### config.mk
export PLATFORM = sky130hd
export DESIGN_NAME = sc_bitstream_gen_array
export DESIGN_NICKNAME = d
export VERILOG_FILES = /design/src/rtl/sc_gen_pkg.sv /design/src/rtl/sc_bitstream_gen_array_lane.sv /design/src/rtl/sc_bitstream_gen_array.sv
export SDC_FILE = /design/constraint.sdc
export NUM_CORES = 1
export LEC_CHECK = 0
export BUFFER_PORTS_ARGS = -buffer_cell sky130_fd_sc_hd__buf_4
export CAP_MARGIN = 20
export CELL_PAD_IN_SITES_DETAIL_PLACEMENT = 0
export CELL_PAD_IN_SITES_GLOBAL_PLACEMENT = 2
export CORE_MARGIN = 2
export CORE_UTILIZATION = 30
export DETAILED_ROUTE_END_ITERATION = 7
export PLACE_DENSITY = 0.9
export SLEW_MARGIN = 20
export SYNTH_ARGS = -nofsm -noshare
export SYNTH_HDL_FRONTEND = slang
export SYNTH_SLANG_ARGS = --single-unit
### constraint.sdc
create_clock -name clk -period 1.7 [get_ports clk]
set_input_delay 0 -clock clk [delete_from_list [all_inputs] [get_ports clk]]
set_output_delay 0 -clock clk [all_outputs]
set_load 0.05 [all_outputs]
### src/rtl/sc_gen_pkg.sv
// Shared types and constants for the stochastic bitstream generator array.
package sc_gen_pkg;

    typedef enum logic {
        IDLE = 1'b0,
        RUN  = 1'b1
    } state_t;

    // Generator register plus share buffer in the upstream RNG array
    localparam int unsigned RNG_LAT_DEF = 2;

    // Stream counter width: covers 0..slen+lat-1 with one spare bit
    function automatic int unsigned cnt_width(input int unsigned slen, input int unsigned lat);
        return $clog2(slen + lat) + 1;
    endfunction

endpackage

### src/rtl/sc_bitstream_gen_array_lane.sv
// One lane: latched operand and registered comparator against the lane RNG value.
module sc_cmp_lane
    import sc_gen_pkg::*;
#(
    parameter int unsigned RWID = 8
) (
    input  logic            clk,
    input  logic            rst_n,
    input  logic            load,
    input  logic            sample,
    input  logic [RWID-1:0] op_in,
    input  logic [RWID-1:0] rng_in,
    output logic            bit_out
);

    logic [RWID-1:0] op_reg;

    // Capture the operand when the stream is accepted
    always_ff @(posedge clk or negedge rst_n) begin
        if (!rst_n) begin
            op_reg <= '0;
        end else if (load) begin
            op_reg <= op_in;
        end
    end

    // Unsigned compare inside the sample window, forced low outside it
    always_ff @(posedge clk or negedge rst_n) begin
        if (!rst_n) begin
            bit_out <= 1'b0;
        end else begin
            bit_out <= sample ? (op_reg > rng_in) : 1'b0;
        end
    end

endmodule

### src/rtl/sc_bitstream_gen_array.sv
// Converts LANES binary operands into SLEN-bit unipolar stochastic streams
// using the shared RNG array; gates the RNG so each stream uses SLEN states.
module sc_bitstream_gen_array
    import sc_gen_pkg::*;
#(
    parameter int unsigned RWID    = 8,
    parameter int unsigned LANES   = 16,
    parameter int unsigned RNG_LAT = RNG_LAT_DEF
) (
    input  logic             clk,
    input  logic             rst_n,
    input  logic             inValid,
    output logic             inReady,
    input  logic [RWID-1:0]  inData [LANES],
    output logic             rngEnable,
    input  logic [RWID-1:0]  rngSeq [LANES],
    output logic [LANES-1:0] bitOut,
    output logic             bitValid,
    output logic             streamLast
);

    localparam int unsigned SLEN = 1 << RWID;
    localparam int unsigned CW   = cnt_width(SLEN, RNG_LAT);

    localparam logic [CW-1:0] EN_LAST   = CW'(SLEN - 1);
    localparam logic [CW-1:0] WIN_FIRST = CW'(RNG_LAT);
    localparam logic [CW-1:0] WIN_LAST  = CW'(SLEN + RNG_LAT - 1);

    state_t        state;
    logic [CW-1:0] cnt;
    logic          accept;
    logic          sample;

    // Handshake and sample-window decode
    always_comb begin
        inReady = (state == IDLE);
        accept  = (state == IDLE) && inValid;
        sample  = (state == RUN) && (cnt >= WIN_FIRST) && (cnt <= WIN_LAST);
    end

    // Stream FSM, counter and RNG enable gating
    always_ff @(posedge clk or negedge rst_n) begin
        if (!rst_n) begin
            state     <= IDLE;
            cnt       <= '0;
            rngEnable <= 1'b0;
        end else begin
            case (state)
                IDLE: begin
                    cnt       <= '0;
                    rngEnable <= inValid;
                    if (inValid) begin
                        state <= RUN;
                    end
                end
                RUN: begin
                    rngEnable <= (cnt < EN_LAST);
                    if (cnt == WIN_LAST) begin
                        state <= IDLE;
                        cnt   <= '0;
                    end else begin
                        cnt <= cnt + 1'b1;
                    end
                end
                default: begin
                    state     <= IDLE;
                    cnt       <= '0;
                    rngEnable <= 1'b0;
                end
            endcase
        end
    end

    // Output qualifiers registered alongside the lane comparators
    always_ff @(posedge clk or negedge rst_n) begin
        if (!rst_n) begin
            bitValid   <= 1'b0;
            streamLast <= 1'b0;
        end else begin
            bitValid   <= sample;
            streamLast <= sample && (cnt == WIN_LAST);
        end
    end

    for (genvar g = 0; g < LANES; g++) begin : g_lane
        sc_cmp_lane #(
            .RWID(RWID)
        ) u_lane (
            .clk    (clk),
            .rst_n  (rst_n),
            .load   (accept),
            .sample (sample),
            .op_in  (inData[g]),
            .rng_in (rngSeq[g]),
            .bit_out(bitOut[g])
        );
    end

endmodule
# Word level (Yosys, flattened, before mapping)
# Index checks and enable logic that the tools add are counted.
dict set report totals {
  reg_bits 158
  latch_bits 0
  ramBits 0
  mem_bits_ro 0
  inputBits 259
  output_inout_bits 20
  elab_cells 85
  memories 0
}
dict set report classes {
  addsub 1
  mul 0
  n_div 0
  n_lt_le_gt_ge 19
  n_eq_ne 1
  shifts 0
  mux 22
  bitwise 1
  reduce_logical 4
}
# cell n
set op_table {}
lappend op_table {{$gt 8x8->1} 16}
lappend op_table {{$pmux 10 s2} 1}
lappend op_table {{$mux 1} 18}
lappend op_table {{$add 10x1->10 const B} 1}
lappend op_table {{$eq 10x9->1 const B} 1}
lappend op_table {{$ge 10x2->1 const B} 1}
lappend op_table {{$le 10x9->1 const B} 1}
lappend op_table {{$lt 10x8->1 const B} 1}
lappend op_table {{$mux 10} 1}
lappend op_table {{$logic_and 1x1->1} 4}
lappend op_table {{$pmux 1 s2} 2}
lappend op_table {{$not 1->1} 1}

# Depth between registers and ports, before layout
# Gate-level depths: netlist (run 1).
dict set report depth {
  word_depth 4
  depth_mapped 7
  mapped_depth_nobuf 6
}

# Hierarchy
# From an unflattened synthesis (run 1), not the netlist that was laid out.
dict set report hier_totals {
  hier_cells 805
  hier_area_um2 8936.1
}
# module instances cells_per_inst area_per_inst_um2 seq_area_each_um2
set modules_own_cells {}
lappend modules_own_cells {sc_cmp_lane 16 46 515.5 225.2}
lappend modules_own_cells {sc_bitstream_gen_array 1 69 688.2 350.3}

# Least setup slack after synthesis (run 1)
# OpenSTA, ideal clock, no wires.
dict set report synth_timing {
  path_kind {reg2reg}
  start {register state}
  end {register g_lane[6].u_lane.op_reg[1]}
  setup_ps 117
  arrival_ps 1456
  required_time_ps 1583
  path_slack_ps 127
  path_stages_with_launch 7
  path_buffers 2
  synth_period_minus_slack_ps 1573
  path_cell_list {dfrtp_1 inv_1 nand2_1 clkbuf_1 buf_1 nand2_1 nand2_1}
}
dict set report synth_between {
  elab_chain_len 2
}
# item line
set synth_rtl {}
lappend synth_rtl {{start, declared} sc_bitstream_gen_array.sv:29} ;# state_t state;
lappend synth_rtl {{start signal, assigned} sc_bitstream_gen_array.sv:44} ;# state <= IDLE;
lappend synth_rtl {{start signal, assigned} sc_bitstream_gen_array.sv:53} ;# state <= RUN;
lappend synth_rtl {{start signal, assigned} sc_bitstream_gen_array.sv:59} ;# state <= IDLE;
lappend synth_rtl {{$not 1->1} n/a}
lappend synth_rtl {{named net inReady} sc_bitstream_gen_array.sv:13} ;# output logic inReady,
lappend synth_rtl {{$logic_and 1x1->1} sc_bitstream_gen_array.sv:37} ;# accept = (state == IDLE) && inValid;
lappend synth_rtl {{end signal, assigned} sc_bitstream_gen_array_lane.sv:23} ;# op_reg <= op_in;
lappend synth_rtl {{end, declared} sc_bitstream_gen_array_lane.sv:16} ;# logic [RWID-1:0] op_reg;
# The timed path passes the listed nets, and every way through them passes these cells.
# A chain may end at the register's enable or synchronous reset.

# Worst setup path after layout (run 1)
dict set report layout_timing {
  start {register cnt[5]}
  end {register g_lane[3].u_lane.bit_out}
}
dict set report layout_between {
  elab_chain_len 4
  elab_cells_between_ends 5
  classes_between {order compare: 2; mux: 1; reduce/logical: 2}
}
# item line
set layout_rtl {}
lappend layout_rtl {{start, declared} sc_bitstream_gen_array.sv:30} ;# logic [CW-1:0] cnt;
lappend layout_rtl {{start signal, assigned} sc_bitstream_gen_array.sv:62} ;# cnt <= cnt + 1'b1;
lappend layout_rtl {{$ge 10x2->1} sc_bitstream_gen_array.sv:38} ;# sample = (state == RUN) && (cnt >= WIN_FIRST) && (cnt <= WIN_LAST);
lappend layout_rtl {{$logic_and 1x1->1} sc_bitstream_gen_array.sv:38}
lappend layout_rtl {{$logic_and 1x1->1 (*)} sc_bitstream_gen_array.sv:38}
lappend layout_rtl {{$mux 1 (*)} sc_bitstream_gen_array_lane.sv:32} ;# bit_out <= sample ? (op_reg > rng_in) : 1'b0;
lappend layout_rtl {{end signal, assigned} sc_bitstream_gen_array_lane.sv:32}
lappend layout_rtl {{end, declared} sc_bitstream_gen_array_lane.sv:13} ;# output logic bit_out
# Mark *: on every way between the ends. The rest lies on a longest branch, timed or not.

==> flow_metrics.tcl, run 1 <==
set metrics [dict create \
    run_status "complete, no violations" \
    register_area_um2 3950 \
    first_global_vias 8604 \
    boundary_pin_count 279 \
    netlist-cell-type-count 32 \
    reg2regPathDepth 5 \
    first_iter_violations 320 \
    setup-violations-final 0 \
    synth.cell_area_um2 9200 \
    worst_hold_path.num_cells 4 \
    fin_cells 1889 \
    yosysWarnings 0 \
    syn-mean-instance-area_um2 8.56 \
    cts_sinks 158 \
    multi_input_combinational_cell_area_um2 4540 \
    setup.worst_path.end_class "flip-flop" \
    slew_of_the_pin_with_the_lowest_slew_margin_ns 0.731 \
    setup.worst_path.start_class "flip-flop" \
    dpl_worst_slack_ns 0.0366 \
    max_freq_ghz 0.604 \
    total_leakage_power_uw 0.00767 \
    fraction_of_layout_instances_using_a_drive_strength_above_1_pct 23.5 \
    dieWidth_um 179 \
    place_hpwl_mm 19.3 \
    via_count 8344 \
    timing.max_slew.rel_slack_pct 51.1 \
    grt_first_pass_wirelength_mm 41.2 \
    cap_violations 0 \
    post-route-worst-setup-slack_ns 0.0448 \
    drt_pass_1_iters 4 \
    post_synth_inst_count 1074 \
    timing.final.hold_violations 0 \
    fillers 3006 \
    grt_overflow 0 \
    critical_path_arrival_ns 1.97 \
    syn_nets 1465 \
    hp-class "input port to flip-flop" \
    netlist.top_cell.by_area "sky130_fd_sc_hd__dfrtp_1" \
    layout.cells.most_common "sky130_fd_sc_hd__nand2_1" \
    maximum_number_of_pins_on_one_net_before_global_route_repair 62 \
    post_drt_via_cell_ratio 4.42 \
    commonest_cells_after_routing_fill_and_taps_aside "357 x sky130_fd_sc_hd__nand2_1, 292 x sky130_fd_sc_hd__buf_4, 158 x sky130_fd_sc_hd__dfrtp_1, 135 x sky130_fd_sc_hd__inv_1, 132 x sky130_fd_sc_hd__ha_1" \
    start_util_pct 30.3 \
    final.min_clock_period_ns 1.66 \
    core_area_um2 30300 \
    worst_skew_pair.late_latency_ns 0.42 \
    level_count_of_the_clock_h_tree 4 \
    floorplan.rows 64 \
    layout.nets 1870 \
    floorplan.die.height_um 179 \
    largest_register_ff_count 128 \
    synth_sequential_area_ratio_pct 43.0 \
    cts_tree "done" \
    globalplace.congestion 0.841 \
    worst_hold_launch "inValid" \
    cts-buffers-inserted 17 \
    syn2layout_area_growth_pct 49.2 \
    crit_path_start "cnt[5]$_DFF_PN0_" \
    final_antenna_violating_net_count 0 \
    place.detailed.instances 1726 \
    finalMaxSlewViolations 0 \
    grt.total_usage_pct 16.3 \
    path_class "flip-flop to flip-flop" \
    rsz_0062_raised_after_global_routing "yes" \
    crit_required_ns 2.02 \
    ys_top_cells_by_area "sky130_fd_sc_hd__dfrtp_1 43%, sky130_fd_sc_hd__ha_1 18%, sky130_fd_sc_hd__nand2_1 15%" \
    totalNegativeSetupSlack_ns 0 \
    power_density_nw_per_um2 695 \
    crit_path_max_fanout 10 \
    ctsRootBufferMaster "sky130_fd_sc_hd__clkbuf_16" \
    post_route_clock_skew_ns 0.0131 \
    clk_transition_reported_paths_ns 0.07 \
    post_cts.repair.setup_buffers 0 \
    r2r_start "cnt[5]$_DFF_PN0_" \
    area_enclosed_by_the_die_boundary_um2 32100 \
    routedWlPerCell_um 13.8 \
    synth_seq_cells 158 \
    cts_buffer_depth 2 \
    overall_routed_net_length_mm 26.0 \
    synth.top_cell.area_share_pct 43.0 \
    period_share_pct 97.4 \
    antenna_violations_before_repair 0 \
    io_buffers 278 \
    hold-worst-slack_ns 0.0368 \
    vdd_ir_drop_max_mv 0.621 \
    drc 0 \
]
-- layout make-up --
class	instances	share of cell area (%)
diodes	1	0.0182
clock buffers	19	3.23
clock inverters	13	0.757
inverters	135	3.69
multi-input cells	735	33.0
flip-flops and latches	158	28.8
well taps	396	3.61
repair buffers	432	26.8
-- per-layer routing --
metal	GRT usage [%]	part of all wire (%)	vias up	routed length [um]
met1	21.0	45	3866	11800
met5	0	0	-	0
met3	2.80	5.2	25	1350
met4	4.97	1.4	0	358
met2	27.9	48	190	12500
li1	-	-	4263	-
-- cells in the mapped netlist, drive strengths merged --
library cell,count
a211oi,3
a21o,14
a21oi,32
a221oi,3
a311oi,13
a31o,1
and3,1
and4,6
buf,20
clkbuf,26
dfrtp,158
ha,132
inv,135
nand2,358
nand2b,17
nand3,17
nand4,28
nor2,46
nor2b,1
nor3,2
nor4,2
o2111ai,1
o21ai,36
o21bai,13
o31ai,1
xnor2,6
xor2,2
-- final timing paths --
path | endpoint | slack (ns)
min reg2reg | g_lane[12].u_lane.op_reg[7]$_DFFE_PN0P_ | 0.48
max in group asynchronous | g_lane[9].u_lane.op_reg[4]$_DFFE_PN0P_ | 0.43
max | g_lane[3].u_lane.bit_out$_DFF_PN0_ | 0.04
min in group asynchronous | g_lane[14].u_lane.op_reg[4]$_DFFE_PN0P_ | 0.16
max reg2reg | g_lane[3].u_lane.bit_out$_DFF_PN0_ | 0.04
min | rngEnable$_DFF_PN0_ | 0.04
-- through the flow --
| step | utilization [%] | cell area [um^2] | power, uW |
|---|---|---|---|
| floorplan | - | 9200 | 4920 |
| global placement | 39.0 | 11900 | 5660 |
| detailed placement | 39.0 | 11900 | 5690 |
| CTS | 45.1 | 13700 | 9690 |
| global route | 45.2 | 13700 | 10100 |
| finish | 45.2 | 13700 | 9530 |
-- kinds of logic after synthesis --
group                    count (synthesis)  share of synthesized area (%)
AO/OA/AOI/OAI                          117                           8.56
adder cells (fa/ha/maj)                132                           18.0
AND/OR/NAND/NOR                        478                           21.6
XOR/XNOR                                 8                          0.762
buffers and inverters                  181                           8.15
flip-flops                             158                           43.0
-- power breakdown --
part	switching [uW]	leakage [uW]	internal, uW
Combinational	810	0.00542	991
Sequential	94.1	0.00199	3960
Clock	1740	0.000265	1940
Total	2650	0.00767	6890
-- worst max-delay path: stages, from the launching register on --
cell	delay, ns
sky130_fd_sc_hd__dfrtp_1	0.41
sky130_fd_sc_hd__nor4_4	0.32
sky130_fd_sc_hd__o2111ai_1	0.19
sky130_fd_sc_hd__a21o_4	0.26
sky130_fd_sc_hd__buf_12	0.15
sky130_fd_sc_hd__a221oi_1	0.20
-- repair_timing --
item                                    CTS  global route
endpoints found under the hold margin   286             0
gates resized for setup                   0             4
endpoints found under the setup margin    0             8
hold buffers                            130             0
Power figures use the tool's default switching activity.
==> run 2, diff against run 1 <==
RECOVER_POWER = 100   (was not set)
==> flow_metrics.tcl, run 2 (same netlist as run 1, synthesis figures left out) <==
set metrics [dict create \
    run_status "complete, no violations" \
    area_enclosed_by_the_die_boundary_um2 32100 \
    via_count 8331 \
    reg2reg_setup_slack_ns 0.04 \
    period_share_pct 97.7 \
    io_buffers 278 \
    multi_input_combinational_cell_area_um2 4520 \
    worst_hold_path.num_cells 5 \
    use_met1_pct 21.0 \
    max_freq_ghz 0.602 \
    power_density_nw_per_um2 701 \
    slowest_stage "sky130_fd_sc_hd__dfrtp_1" \
    commonest_cells_after_routing_fill_and_taps_aside "357 x sky130_fd_sc_hd__nand2_1, 266 x sky130_fd_sc_hd__buf_4, 158 x sky130_fd_sc_hd__dfrtp_1, 135 x sky130_fd_sc_hd__inv_1, 132 x sky130_fd_sc_hd__ha_1" \
    dieWidth_um 179 \
    r2r_start "cnt[5]$_DFF_PN0_" \
    critPathMaxStageDelay_ns 0.41 \
    grt_overflow 0 \
    fillers 3031 \
    slew_of_the_pin_with_the_lowest_slew_margin_ns 1.02 \
    routedWlPerCell_um 13.8 \
    boundary_pin_count 279 \
    globalplace.congestion 0.841 \
    syn2layout_area_growth_pct 47.1 \
    critical_path_arrival_ns 1.98 \
    layout.nets 1870 \
    totalNegativeSetupSlack_ns 0 \
    core_area_um2 30300 \
    drt_pass_1_iters 4 \
    start_util_pct 30.3 \
    post_drt_via_cell_ratio 4.41 \
    antenna_violations_before_repair 0 \
    register_area_um2 3950 \
    path_class "flip-flop to flip-flop" \
    setup-violations-final 0 \
    finalMaxSlewViolations 0 \
    setup.worst_path.end_class "flip-flop" \
    cts-buffers-inserted 17 \
    clk_transition_reported_paths_ns 0.07 \
    reg2regPathDepth 5 \
    hold_end "g_lane[14].u_lane.bit_out$_DFF_PN0_" \
    first_global_vias 8604 \
    grt_util_met3_pct 2.80 \
    timing.max_slew.rel_slack_pct 32.1 \
    layout.cells.most_common "sky130_fd_sc_hd__nand2_1" \
    first_iter_violations 311 \
    worst_skew_pair.late_latency_ns 0.42 \
    global_route.peak_usage_layer "met2" \
    grt_first_pass_wirelength_mm 41.2 \
    floorplan.die.height_um 179 \
    maximum_number_of_pins_on_one_net_before_global_route_repair 62 \
    timing.final.hold_violations 0 \
    grt.total_usage_pct 16.3 \
    hp-class "input port to flip-flop" \
    overall_routed_net_length_mm 26.0 \
    crit_path_cell_trace "nor4_4, o2111ai_1, a21o_4, buf_12, a221oi_1" \
    vdd_ir_drop_max_mv 0.621 \
    drc 0 \
    hold-worst-slack_ns 0.0194 \
    cts_sinks 158 \
    cts_tree "done" \
    level_count_of_the_clock_h_tree 4 \
    final_antenna_violating_net_count 0 \
    post_cts.repair.setup_buffers 0 \
    insertedDiodeCount 0 \
    total_leakage_power_uw 0.00755 \
    cap_violations 0 \
    groute.layer.met2.usage_pct 27.9 \
    fraction_of_layout_instances_using_a_drive_strength_above_1_pct 21.8 \
    cp.buffers_inverters 1 \
    cts_buffer_depth 2 \
    crit_path_max_fanout 10 \
    largest_register_ff_count 128 \
    rsz_0062_raised_after_global_routing "yes" \
    floorplan.rows 64 \
    post_route_clock_skew_ns 0.0131 \
    crit_required_ns 2.02 \
    final.min_clock_period_ns 1.66 \
    setup.worst_path.start_class "flip-flop" \
    reg2reg_to "g_lane[3].u_lane.bit_out$_DFF_PN0_" \
    critPathTopFamily "compound AO/OA/AOI/OAI gates" \
    place_hpwl_mm 19.3 \
    ctsRootBufferMaster "sky130_fd_sc_hd__clkbuf_16" \
    worst_hold_launch "rngSeq[8]" \
]
## run 2: cell types whose count changed in the layout (fill, tap and decap cells not counted), moves of 4 or more
cell	before	now
sky130_fd_sc_hd__clkbuf_1	1	23
sky130_fd_sc_hd__buf_12	9	3
sky130_fd_sc_hd__buf_4	292	266
sky130_fd_sc_hd__clkbuf_2	0	7
sky130_fd_sc_hd__clkbuf_4	0	4
## run 2: what timing repair did
item | in CTS | in global routing
endpoints found under the hold margin | 286 | 0
endpoints found under the setup margin | 0 | 8
gates resized for setup | 0 | 4
hold buffers | 130 | 0
## run 2: worst max path at each step
stage | start | end | slack [ns] | depth (start not counted)
final | cnt[5]$_DFF_PN0_ | g_lane[3].u_lane.bit_out$_DFF_PN0_ | 0.04 | 5
after global routing | cnt[5]$_DFF_PN0_ | g_lane[1].u_lane.bit_out$_DFF_PN0_ | -0.009 | 5
after CTS | cnt[5]$_DFF_PN0_ | g_lane[8].u_lane.bit_out$_DFF_PN0_ | 0.004 | 5
after detailed placement | cnt[5]$_DFF_PN0_ | g_lane[6].u_lane.bit_out$_DFF_PN0_ | 0.04 | 5
after global placement | cnt[5]$_DFF_PN0_ | g_lane[3].u_lane.bit_out$_DFF_PN0_ | 0.12 | 5
after floorplan | state$_DFF_PN0_ | g_lane[6].u_lane.op_reg[1]$_DFFE_PN0P_ | 0.13 | 6
## run 2: per-layer routing
| metal | vias to the layer above | wire length, um |
|---|---|---|
| met4 | 0 | 386 |
| met5 | - | 0 |
| li1 | 4262 | - |
| met3 | 33 | 1220 |
| met1 | 3843 | 12000 |
| met2 | 193 | 12400 |
## run 2: area by class of cell
cell class,count,share of cell area [%]
clock buffers,19,3.27
clock inverters,13,0.768
inverters,135,3.75
multi-input cells,735,33.4
flip-flops and latches,158,29.2
well taps,396,3.66
repair buffers,432,25.9
## run 2: worst register-to-register path: cells and delay by family, from the launching register on
kind	cells	cell delay (ns)
AO/OA/AOI/OAI	3	0.68
flip-flops	1	0.41
AND/OR/NAND/NOR	1	0.32
buffers and inverters	1	0.15
## run 2: metrics by stage
| stage | utilization, % | total power [uW] | instances | area, um^2 | setup slack (ns) |
|---|---|---|---|---|---|
| 2_1_floorplan | - | 4920 | 1074 | 9200 | 0.127 |
| 3_3_place_gp | 39.0 | 5660 | 1726 | 11900 | 0.117 |
| 3_5_place_dp | 39.0 | 5690 | 1726 | 11900 | 0.0366 |
| 4_1_cts | 45.1 | 9690 | 1888 | 13700 | 0.00397 |
| 5_1_grt | 44.6 | 10000 | 1888 | 13500 | -0.00875 |
| 6_report | 44.6 | 9480 | 1888 | 13500 | 0.0394 |
## run 2: where the power goes
group          total, uW  leakage, uW  switching, uW  internal (uW)
clock               3680     0.000265           1740           1940
combinational       1750      0.00529            809            942
sequential          4050      0.00199           93.2           3960
